$ cat src/rtl/wormhole_switch_rr.sv
// Wormhole crossbar: per-output round-robin head arbitration, path locked from
// head to tail, and an optional 2-entry skid FIFO on every output.
module wormhole_switch_rr #(
  parameter int INPUTS     = 4,
  parameter int OUTPUTS    = 4,
  parameter int DATA_WIDTH = 8,
  parameter int DEST_WIDTH = $clog2(OUTPUTS),
  parameter int OUT_REG    = 1
) (
  input  logic                           clk,
  input  logic                           rst,
  input  logic [INPUTS*DATA_WIDTH-1:0]   data_in,
  input  logic [INPUTS*DEST_WIDTH-1:0]   dest_in,
  input  logic [INPUTS-1:0]              head_in,
  input  logic [INPUTS-1:0]              tail_in,
  input  logic [INPUTS-1:0]              valid_in,
  output logic [INPUTS-1:0]              ready_in,
  output logic [OUTPUTS*DATA_WIDTH-1:0]  data_out,
  output logic [OUTPUTS-1:0]             tail_out,
  output logic [OUTPUTS-1:0]             valid_out,
  input  logic [OUTPUTS-1:0]             ready_out,
  output logic [OUTPUTS-1:0]             output_busy,
  output logic [INPUTS-1:0]              proto_err
);

  localparam int IW = $clog2(INPUTS);
  localparam logic [DEST_WIDTH:0] DEST_LIMIT = (DEST_WIDTH+1)'(OUTPUTS);

  typedef enum logic {
    IDLE   = 1'b0,
    LOCKED = 1'b1
  } state_t;

  state_t                  state_r     [OUTPUTS];
  state_t                  state_nxt_s [OUTPUTS];
  logic [IW-1:0]           owner_r     [OUTPUTS];
  logic [IW-1:0]           owner_nxt_s [OUTPUTS];
  logic [IW-1:0]           ptr_r       [OUTPUTS];
  logic [IW-1:0]           ptr_nxt_s   [OUTPUTS];

  logic [DEST_WIDTH-1:0]   dest_s      [INPUTS];
  logic [INPUTS-1:0]       dest_ok_s;
  logic [INPUTS-1:0]       in_locked_s;
  logic [INPUTS-1:0]       cand_s      [OUTPUTS];
  logic [INPUTS-1:0]       grant_s     [OUTPUTS];
  logic [IW-1:0]           sel_s       [OUTPUTS];
  logic [OUTPUTS-1:0]      sel_valid_s;
  logic [OUTPUTS-1:0]      sel_tail_s;
  logic [DATA_WIDTH-1:0]   sel_data_s  [OUTPUTS];
  logic [OUTPUTS-1:0]      stage_ready_s;
  logic [OUTPUTS-1:0]      hs_s;
  logic [INPUTS-1:0]       ready_s;
  logic [INPUTS-1:0]       proto_err_r;

  function automatic logic [IW-1:0] next_idx(input logic [IW-1:0] cur);
    next_idx = (cur == IW'(INPUTS-1)) ? {IW{1'b0}} : cur + IW'(1);
  endfunction

  // Destination slicing and range check per input.
  always_comb begin
    for (int i = 0; i < INPUTS; i++) begin
      dest_s[i]    = dest_in[i*DEST_WIDTH +: DEST_WIDTH];
      dest_ok_s[i] = ({1'b0, dest_s[i]} < DEST_LIMIT);
    end
  end

  // An input owning any output lock routes by that lock, not by dest_in.
  always_comb begin
    in_locked_s = {INPUTS{1'b0}};
    for (int o = 0; o < OUTPUTS; o++) begin
      for (int i = 0; i < INPUTS; i++) begin
        in_locked_s[i] = in_locked_s[i] |
                         ((state_r[o] == LOCKED) && (owner_r[o] == IW'(i)));
      end
    end
  end

  // Per-output selection: the lock owner when LOCKED, else the round-robin winner.
  always_comb begin
    logic found;
    int   idx;
    found = 1'b0;
    idx   = 0;
    for (int o = 0; o < OUTPUTS; o++) begin
      grant_s[o]     = {INPUTS{1'b0}};
      sel_s[o]       = {IW{1'b0}};
      sel_valid_s[o] = 1'b0;
      found          = 1'b0;
      for (int i = 0; i < INPUTS; i++) begin
        cand_s[o][i] = valid_in[i] & head_in[i] & ~in_locked_s[i] & dest_ok_s[i] &
                       (dest_s[i] == DEST_WIDTH'(o));
      end
      if (state_r[o] == LOCKED) begin
        sel_s[o]       = owner_r[o];
        sel_valid_s[o] = valid_in[owner_r[o]];
      end else begin
        // Scan backwards from the pointer so the nearest candidate at/after ptr wins.
        for (int j = INPUTS - 1; j >= 0; j--) begin
          idx      = (int'(ptr_r[o]) + j) % INPUTS;
          sel_s[o] = cand_s[o][idx] ? IW'(idx) : sel_s[o];
          found    = found | cand_s[o][idx];
        end
        sel_valid_s[o] = found;
      end
      grant_s[o][sel_s[o]] = (state_r[o] == LOCKED) | found;
      sel_data_s[o]        = data_in[sel_s[o]*DATA_WIDTH +: DATA_WIDTH];
      sel_tail_s[o]        = tail_in[sel_s[o]];
      hs_s[o]              = sel_valid_s[o] & stage_ready_s[o];
    end
  end

  // Input ready: the granting output's stage readiness, forced low during reset.
  always_comb begin
    ready_s = {INPUTS{1'b0}};
    for (int o = 0; o < OUTPUTS; o++) begin
      ready_s = ready_s | (grant_s[o] & {INPUTS{stage_ready_s[o]}});
    end
    ready_in = rst ? ready_s : {INPUTS{1'b0}};
  end

  // Per-output lock FSM next state and round-robin pointer update.
  always_comb begin
    for (int o = 0; o < OUTPUTS; o++) begin
      state_nxt_s[o] = state_r[o];
      owner_nxt_s[o] = owner_r[o];
      ptr_nxt_s[o]   = ptr_r[o];
      case (state_r[o])
        IDLE: begin
          if (hs_s[o]) begin
            ptr_nxt_s[o] = next_idx(sel_s[o]);
            if (!sel_tail_s[o]) begin
              state_nxt_s[o] = LOCKED;
              owner_nxt_s[o] = sel_s[o];
            end else begin
              state_nxt_s[o] = IDLE;
            end
          end else begin
            state_nxt_s[o] = IDLE;
          end
        end
        LOCKED: begin
          if (hs_s[o] && sel_tail_s[o]) begin
            state_nxt_s[o] = IDLE;
          end else begin
            state_nxt_s[o] = LOCKED;
          end
        end
        default: begin
          state_nxt_s[o] = IDLE;
        end
      endcase
    end
  end

  // Lock state, owner, pointer and sticky protocol-error registers.
  always_ff @(posedge clk or negedge rst) begin
    if (!rst) begin
      for (int o = 0; o < OUTPUTS; o++) begin
        state_r[o] <= IDLE;
        owner_r[o] <= {IW{1'b0}};
        ptr_r[o]   <= {IW{1'b0}};
      end
      proto_err_r <= {INPUTS{1'b0}};
    end else begin
      for (int o = 0; o < OUTPUTS; o++) begin
        state_r[o] <= state_nxt_s[o];
        owner_r[o] <= owner_nxt_s[o];
        ptr_r[o]   <= ptr_nxt_s[o];
      end
      proto_err_r <= proto_err_r |
                     (valid_in & ~in_locked_s & (~head_in | ~dest_ok_s));
    end
  end

  // Lock status and error flags straight from registers.
  always_comb begin
    for (int o = 0; o < OUTPUTS; o++) begin
      output_busy[o] = (state_r[o] == LOCKED);
    end
    proto_err = proto_err_r;
  end

  if (OUT_REG != 0) begin : g_skid
    logic [DATA_WIDTH:0] mem_r [OUTPUTS][2];
    logic [1:0]          cnt_r [OUTPUTS];
    logic [OUTPUTS-1:0]  wr_r;
    logic [OUTPUTS-1:0]  rd_r;
    logic [OUTPUTS-1:0]  pop_s;

    // Stage is ready while the FIFO has a free slot; pop on downstream handshake.
    always_comb begin
      for (int o = 0; o < OUTPUTS; o++) begin
        stage_ready_s[o] = (cnt_r[o] != 2'd2);
        pop_s[o]         = (cnt_r[o] != 2'd0) & ready_out[o];
      end
    end

    // Skid FIFO storage and occupancy.
    always_ff @(posedge clk or negedge rst) begin
      if (!rst) begin
        for (int o = 0; o < OUTPUTS; o++) begin
          mem_r[o][0] <= {(DATA_WIDTH+1){1'b0}};
          mem_r[o][1] <= {(DATA_WIDTH+1){1'b0}};
          cnt_r[o]    <= 2'd0;
        end
        wr_r <= {OUTPUTS{1'b0}};
        rd_r <= {OUTPUTS{1'b0}};
      end else begin
        for (int o = 0; o < OUTPUTS; o++) begin
          if (hs_s[o]) begin
            mem_r[o][wr_r[o]] <= {sel_tail_s[o], sel_data_s[o]};
            wr_r[o]           <= ~wr_r[o];
          end
          if (pop_s[o]) begin
            rd_r[o] <= ~rd_r[o];
          end
          case ({hs_s[o], pop_s[o]})
            2'b10:   cnt_r[o] <= cnt_r[o] + 2'd1;
            2'b01:   cnt_r[o] <= cnt_r[o] - 2'd1;
            default: cnt_r[o] <= cnt_r[o];
          endcase
        end
      end
    end

    // FIFO head drives the output link; zero when empty.
    always_comb begin
      for (int o = 0; o < OUTPUTS; o++) begin
        valid_out[o] = (cnt_r[o] != 2'd0);
        {tail_out[o], data_out[o*DATA_WIDTH +: DATA_WIDTH]} =
          (cnt_r[o] != 2'd0) ? mem_r[o][rd_r[o]] : {(DATA_WIDTH+1){1'b0}};
      end
    end
  end else begin : g_comb
    // Combinational crossbar: selected flit goes straight to the link.
    always_comb begin
      for (int o = 0; o < OUTPUTS; o++) begin
        stage_ready_s[o] = ready_out[o];
        valid_out[o]     = sel_valid_s[o] & rst;
        {tail_out[o], data_out[o*DATA_WIDTH +: DATA_WIDTH]} =
          (sel_valid_s[o] & rst) ? {sel_tail_s[o], sel_data_s[o]} : {(DATA_WIDTH+1){1'b0}};
      end
    end
  end

endmodule

$ cat config.mk
export PLATFORM = sky130hd
export DESIGN_NAME = wormhole_switch_rr
export DESIGN_NICKNAME = d
export VERILOG_FILES = /design/src/rtl/wormhole_switch_rr.sv
export SDC_FILE = /design/constraint.sdc
export NUM_CORES = 1
export LEC_CHECK = 0
export BUFFER_PORTS_ARGS = -buffer_cell sky130_fd_sc_hd__buf_2
export CORE_ASPECT_RATIO = 2
export CORE_MARGIN = 2
export CORE_UTILIZATION = 45
export DETAILED_ROUTE_END_ITERATION = 12
export PLACE_DENSITY = 0.62
export SYNTH_ARGS = -nofsm -noshare
export SYNTH_HDL_FRONTEND = slang
export SYNTH_SLANG_ARGS = --single-unit
$ cat constraint.sdc
create_clock -name clk -period 7.4 [get_ports clk]
set_input_delay 0 -clock clk [delete_from_list [all_inputs] [get_ports clk]]
set_output_delay 0 -clock clk [all_outputs]
set_load 0.05 [all_outputs]
==> results of run 1 <==
per-stage QoR:
stage | setup slack, ps | instances | cell area (um2) | utilization, % | hold WS (ps)
after CTS | 3550 | 1019 | 8350 | 51.8 | 1.52
after floorplan | 3590 | 713 | 7320 | - | -296
after global placement | 3870 | 998 | 7980 | 49.6 | 148
final | 3540 | 1019 | 8350 | 51.8 | 12.2
after global routing | 3230 | 1019 | 8350 | 51.8 | 21.2
after detailed placement | 3780 | 998 | 7980 | 49.6 | 153
area by class of cell:
cell class,count,area (um2)
well taps,204,255
fillers,1519,7760
multi-input cells,531,4200
clock buffers,12,256
inverters,37,139
flip-flops and latches,112,2800
repair buffers,119,636
clock inverters,4,58.8
layout by cell type (no fill, tap or decap), drive strengths merged, types with 9 or more instances in the layout:
cell,instances
inv,39
nor2,77
xnor2,13
ha,9
nor3,10
clkbuf,12
o21ai,31
dfrtp,112
nand2,45
mux2i,88
nand3,20
a21oi,29
buf,114
mux4,10
mux2,87
metal layers:
metal  wire length [um]  vias to the layer above  part of all wire [%]  global-route usage, %
met5                  0                        -                     0                      0
met4                582                        0                   3.0                   8.87
met3                992                       34                   5.2                   3.48
met2               9460                      194                    50                   38.0
met1               8060                     2833                    42                   29.8
li1                   -                     2752                     -                      -
sequential cells by signal, summed over array words and instances (netlist names):
signal        count
proto_err         4
output_busy       4
owner_r           8
g_skid.mem_r     72
ptr_r             8
g_skid.cnt_r      8
g_skid.wr_r       4
g_skid.rd_r       4
final timing paths:
| check | end | startpoint | slack [ps] | depth (start not counted) |
|---|---|---|---|---|
| max in group asynchronous | g_skid.mem_r[60] | rst | 5930 | 3 |
| min in group asynchronous | g_skid.cnt_r[1] | rst | 270 | 2 |
| min | proto_err[1] | valid_in[1] | 10 | 2 |
| min reg2reg | proto_err[3] | proto_err[3] | 470 | 2 |
| max reg2reg | owner_r[1] | output_busy[0] | 3750 | 9 |
| max | ready_in[1] | output_busy[2] | 3540 | 9 |
synthesized netlist by cell type (10+ instances only):
| library cell | count | share of area, % |
|---|---|---|
| inv_1 | 37 | 1.9 |
| a21oi_1 | 25 | 1.7 |
| o21ai_1 | 13 | 0.89 |
| xnor2_1 | 13 | 1.6 |
| nor3_1 | 10 | 0.68 |
| nand3_1 | 20 | 1.4 |
| mux2_2 | 68 | 10 |
| clkbuf_1 | 16 | 0.82 |
| dfrtp_1 | 112 | 38 |
| nand2_1 | 43 | 2.2 |
| nor2_1 | 76 | 3.9 |
| o21ai_0 | 18 | 1.2 |
| mux4_2 | 10 | 3.1 |
| mux2_1 | 12 | 1.8 |
| mux2i_1 | 88 | 12 |
what timing repair did:
action,in CTS,in global routing
buffers inserted,0,0
hold endpoints to repair,64,0
hold buffers,5,0
kinds of logic (layout without fill, tap and decap cells):
| group | after synthesis | after routing | synth area share [%] |
|---|---|---|---|
| simple gates | 206 | 206 | 13.7 |
| mux | 185 | 185 | 28.9 |
| compound gates | 112 | 112 | 10.8 |
| flops | 112 | 112 | 38.3 |
| buf+inv | 70 | 172 | 4.45 |
| xor+xnor | 19 | 19 | 2.27 |
| fa+ha+maj | 9 | 9 | 1.54 |
critical path, stage by stage, from the launching register on:
cell	delay (ps)
dfrtp_1	530
nand3_1	190
nand4_2	200
nor3_1	650
a32oi_1	250
a21oi_1	260
o31a_1	680
a32oi_1	210
a21boi_0	240
buf_2	300
==> flow_metrics.env, run 1 <==
export IMPL_hpwl_um=14500
export IMPL_via_per_inst=5.70
export IMPL_start_util_pct=45.4
export IMPL_rsz0062_at_grt="false"
export IMPL_final_max_slew_viol_count=0
export IMPL_wl_per_cell_um=18.7
export IMPL_overflow=0
export IMPL_endpoint_kind="output port"
export IMPL_worstSetupStartpointType="register"
export IMPL_crit_type="register to output port"
export IMPL_rows=66
export IMPL_synthDistinctLibCells=73
export IMPL_slew_headroom_pct=34.3
export IMPL_ys_async_sr_fraction_pct=100
export IMPL_cts_sinks=112
export IMPL_fin_crit_sh_pct=52.2
export IMPL_drt_wl_total_um=19100
export IMPL_drt_initial_drc_count=349
export IMPL_grt_pass1_vias=5607
export IMPL_track_usage_pct=22.9
export IMPL_antenna_left=0
export IMPL_finalSetupTns_ps=0
export IMPL_drive_gt1_share_pct=28.7
export IMPL_hold_viol_final=0
export IMPL_grt_max_degree=63
export IMPL_fp_dieW_um=94.2
export IMPL_drc_errors=0
export IMPL_synth_seq_cells=112
export IMPL_synth_fp_nets=780
export IMPL_dr_pass1_iters=4
export IMPL_fin_crit_ps=3860
export IMPL_setup_viol=0
export IMPL_clock_fmax_mhz=259
export IMPL_coreArea_um2=16100
export IMPL_die_area_um2=17400
export IMPL_ys_flop_type="dfrtp_1"
export IMPL_cts_resized=0
export IMPL_area_growth_pct=14.1
export IMPL_syn_area_per_cell_um2=10.3
export IMPL_crit_fanout=13
export IMPL_syn_area_um2=7320
export IMPL_port_buffer_count=109
export IMPL_fin_nets=877
export IMPL_die_h_um=184
export IMPL_hp_class="primary input to register"
export IMPL_vias=5813
export IMPL_ioPinCount=110
export IMPL_grt_pass1_wl_um=30400
export IMPL_clockBufferDepth=2
export IMPL_synth_edf_count=0
export IMPL_clk_latency_ps=360
export IMPL_critPathArrivalTime_ps=3860
export IMPL_max_slew_worst_pin_slew_ps=985
export IMPL_cts_tree="yes"
export IMPL_antenna_found_initial=0
export IMPL_clk_pin_slew_ps=70
export IMPL_crit_required_ps=7400
export IMPL_run_status="finished, final reports clean"
export IMPL_seq_area_frac_synth_pct=38.3
export IMPL_postSynthCellCount=713
export IMPL_cts_htree_levels=3
export IMPL_skew_ps=7.43
export IMPL_antenna_cells=0
export IMPL_yosysWarningCount=0
export IMPL_numCtsBuffers=9
export IMPL_cts_root_buf="clkbuf_16"
export IMPL_gp_congestion=0.882
export IMPL_drv_cap=0
Power of run 1 is left out: the tool's default activity adds up to more than one toggle a clock period on the data nets, which glitch-free logic cannot reach.
==> run 2: changes to the inputs <==
Settings changed: ABC_AREA from default to 1, PLACE_DENSITY 0.62 to 0.64.
Clock period 7.4 ns to 3.1 ns, I/O delays scaled along.
==> run 2 against run 1 <==
Clock-buffer cell count shrank 2. Synthesized cell count grew 69%. Critical path type unchanged. Synthesized area grew 9.0%. Critical path depth grew 11. Design area grew 13%. Via count grew 42%. Sequential cell count is the same. Sequential share of layout area shrank 3.8 points.
==> flow_metrics.env, run 2 <==
export IMPL_syn_area_um2=7970
export IMPL_antenna_cells=0
export IMPL_seqCellArea_um2=2820
export IMPL_yosys_top_cells_count="nand2_1 (518), nand3_1 (160), dfrtp_1 (112)"
export IMPL_track_usage_pct=26.8
export IMPL_cts_htree_levels=3
export IMPL_drc_errors=0
export IMPL_whs_ps=14.0
export IMPL_ioPinCount=110
export IMPL_crit_fanout=27
export IMPL_synth_most_common_cell="nand2_1"
export IMPL_path_buf_inv=3
export IMPL_cts_sinks=112
export IMPL_vias=8226
export IMPL_cp_common_cell="nand2_1"
export IMPL_clk_latency_ps=360
export IMPL_synth_edf_count=0
export IMPL_mostFrequentLayoutCell="nand2_1"
export IMPL_synth_fp_nets=1273
export IMPL_endpoint_kind="output port"
export IMPL_slew_headroom_pct=51.1
export IMPL_seq_area_frac_synth_pct=35.1
export IMPL_fin_crit_sh_pct=95.3
export IMPL_clockBufferDepth=2
export IMPL_largest_reg_flops=72
export IMPL_num_fill_cells=1761
export IMPL_die_h_um=192
export IMPL_gp_congestion=0.928
export IMPL_r2r_start="output_busy[2]"
export IMPL_wl_per_cell_um=16.4
export IMPL_drv_cap=0
export IMPL_cp_top_family="simple AND/OR/NAND/NOR gates"
export IMPL_grt_max_degree=44
export IMPL_rows=68
export IMPL_cp_slowest_stage_delay_ps=470
export IMPL_synth_seq_cells=112
export IMPL_fin_crit_ps=2950
export IMPL_numCtsBuffers=9
export IMPL_path_cells="nand3_2 > nand2_2 > nor2_4 > nand3_2 > nand2_1 > nand2_1 > nand2_1 > nand2_1 > nand2_1 > nand2_1 > nand2_1 > nand3_2 > nand2_4 > buf_12 > nor2_1 > a21oi_1 > nand3_1 > nand2_1 > inv_1 > buf_4"
export IMPL_worstSetupStartpointType="register"
export IMPL_antenna_left=0
export IMPL_final_cell_mix="nand2_1 (507), nand3_1 (147), buf_2 (104)"
export IMPL_cts_root_buf="clkbuf_16"
export IMPL_yosysWarningCount=0
export IMPL_antenna_found_initial=0
export IMPL_clk_pin_slew_ps=80
export IMPL_overflow=0
export IMPL_coreArea_um2=17300
export IMPL_synthDistinctLibCells=40
export IMPL_place_area_um2=8740
export IMPL_max_slew_worst_pin_slew_ps=731
export IMPL_crit_type="register to output port"
export IMPL_skew_ps=9.02
export IMPL_drive_gt1_share_pct=22.3
export IMPL_syn_area_per_cell_um2=6.61
export IMPL_synth_area_leaders="dfrtp_1 (35%), nand2_1 (24%), nand3_1 (10%), inv_1 (4.4%), a21oi_1 (3.1%)"
export IMPL_dp_slack_ps=271
export IMPL_multi_input_area_um2=4620
export IMPL_final_max_slew_viol_count=0
export IMPL_clock_fmax_mhz=338
export IMPL_synth_largest_area_cell="dfrtp_1"
export IMPL_critPathSlowestCell="dfrtp_2"
export IMPL_postSynthCellCount=1206
export IMPL_crit_required_ps=3100
export IMPL_grt_pass1_wl_um=39600
export IMPL_regMostFlops="g_skid.mem_r"
export IMPL_fp_dieW_um=98.1
export IMPL_fin_nets=1395
export IMPL_run_status="finished, final reports clean"
export IMPL_startpoint="output_busy[2]"
export IMPL_drt_initial_drc_count=536
export IMPL_ys_async_sr_fraction_pct=100
export IMPL_area_growth_pct=18.5
export IMPL_die_area_um2=18900
export IMPL_drt_wl_total_um=25300
export IMPL_hpwl_um=19600
export IMPL_grt_pass1_vias=7732
export IMPL_final_area_um2=9450
export IMPL_dr_pass1_iters=5
export IMPL_synth_top_area_share_pct=35.1
export IMPL_via_per_inst=5.33
export IMPL_cts_tree="yes"
export IMPL_hold_viol_final=0
export IMPL_port_buffer_count=109
export IMPL_holdCritStartpoint="ready_out[0]"
export IMPL_critPathArrivalTime_ps=2950
export IMPL_layout_setup_ws_ps=145
export IMPL_hp_class="primary input to register"
export IMPL_setup_viol=0
export IMPL_ys_flop_type="dfrtp_1"
export IMPL_start_util_pct=46.2
## run 2: cell count changes after synthesis, sizes merged, moves of 33 or more
cell   before  now
nand2      45  545
nand3      20  172
mux2       87    0
mux2i      88    1
inv        37  112
nor2       77   44
## run 2: final timing paths
path / endpoint / slack (ps) / cells past startpoint
setup / recovery: ready_in[0] / 150 / 20
hold / removal: g_skid.rd_r[0] / 10 / 4
setup reg to reg: g_skid.cnt_r[3] / 360 / 16
hold reg to reg: g_skid.mem_r[54] / 480 / 2
max in group asynchronous: output_busy[1] / 1970 / 3
min in group asynchronous: g_skid.rd_r[2] / 140 / 2
## run 2: logic make-up after synthesis
kind of cell,after synthesis,synth area share [%]
fa+ha+maj,9,1.41
xor+xnor,18,1.98
mux,1,0.126
flops,112,35.1
simple gates,779,42.7
buf+inv,161,9.07
compound gates,126,9.60
## run 2: final cells by class
type | count | share of cell area [%]
clock inverter | 6 | 0.980
timing repair buffer | 156 | 10.3
clock buffer | 10 | 2.53
inverter | 116 | 4.77
multi-input combinational | 933 | 48.9
sequential | 112 | 29.8
tap | 210 | 2.78
## run 2: what timing repair did
action | in CTS | in global routing
hold endpoints to repair | 32 | 0
setup buffers | 0 | 10
hold buffers | 9 | 0
resized for setup | 8 | 54
pin swaps | 0 | 13
setup endpoints to repair | 3 | 4
cloned | 0 | 0
## run 2: worst reg2reg max path, stage by stage (launching register included)
cell	delay, ps
dfrtp_2	470
nand3_2	110
nand2_2	80
nor2_4	220
nand3_4	160
nand2_1	110
nand3_1	100
nand2_1	120
nor3_1	60
nand3_1	80
nand2_1	130
nor2_2	210
inv_1	90
ha_1	310
a21oi_1	110
o21ai_0	120
xnor2_1	140
## run 2: routing by layer
layer | up-vias | global-route usage [%] | share of wire [%] | wire (um)
met5 | - | 0 | 0 | 0
met4 | 0 | 15.2 | 5.7 | 1440
met3 | 76 | 2.75 | 4.3 | 1090
met2 | 252 | 48.4 | 52 | 13100
met1 | 3809 | 30.6 | 38 | 9680
li1 | 4089 | - | - | -
## run 2: metrics by stage
step / instances / setup TNS, ps / util, %
floorplan: 1206 / 0 / -
global placement: 1508 / 0 / 50.6
detailed placement: 1508 / 0 / 50.6
CTS: 1533 / 0 / 53.2
global route: 1543 / -28.6 / 54.7
finish: 1543 / 0 / 54.7
Power of run 2 is left out for the same reason.
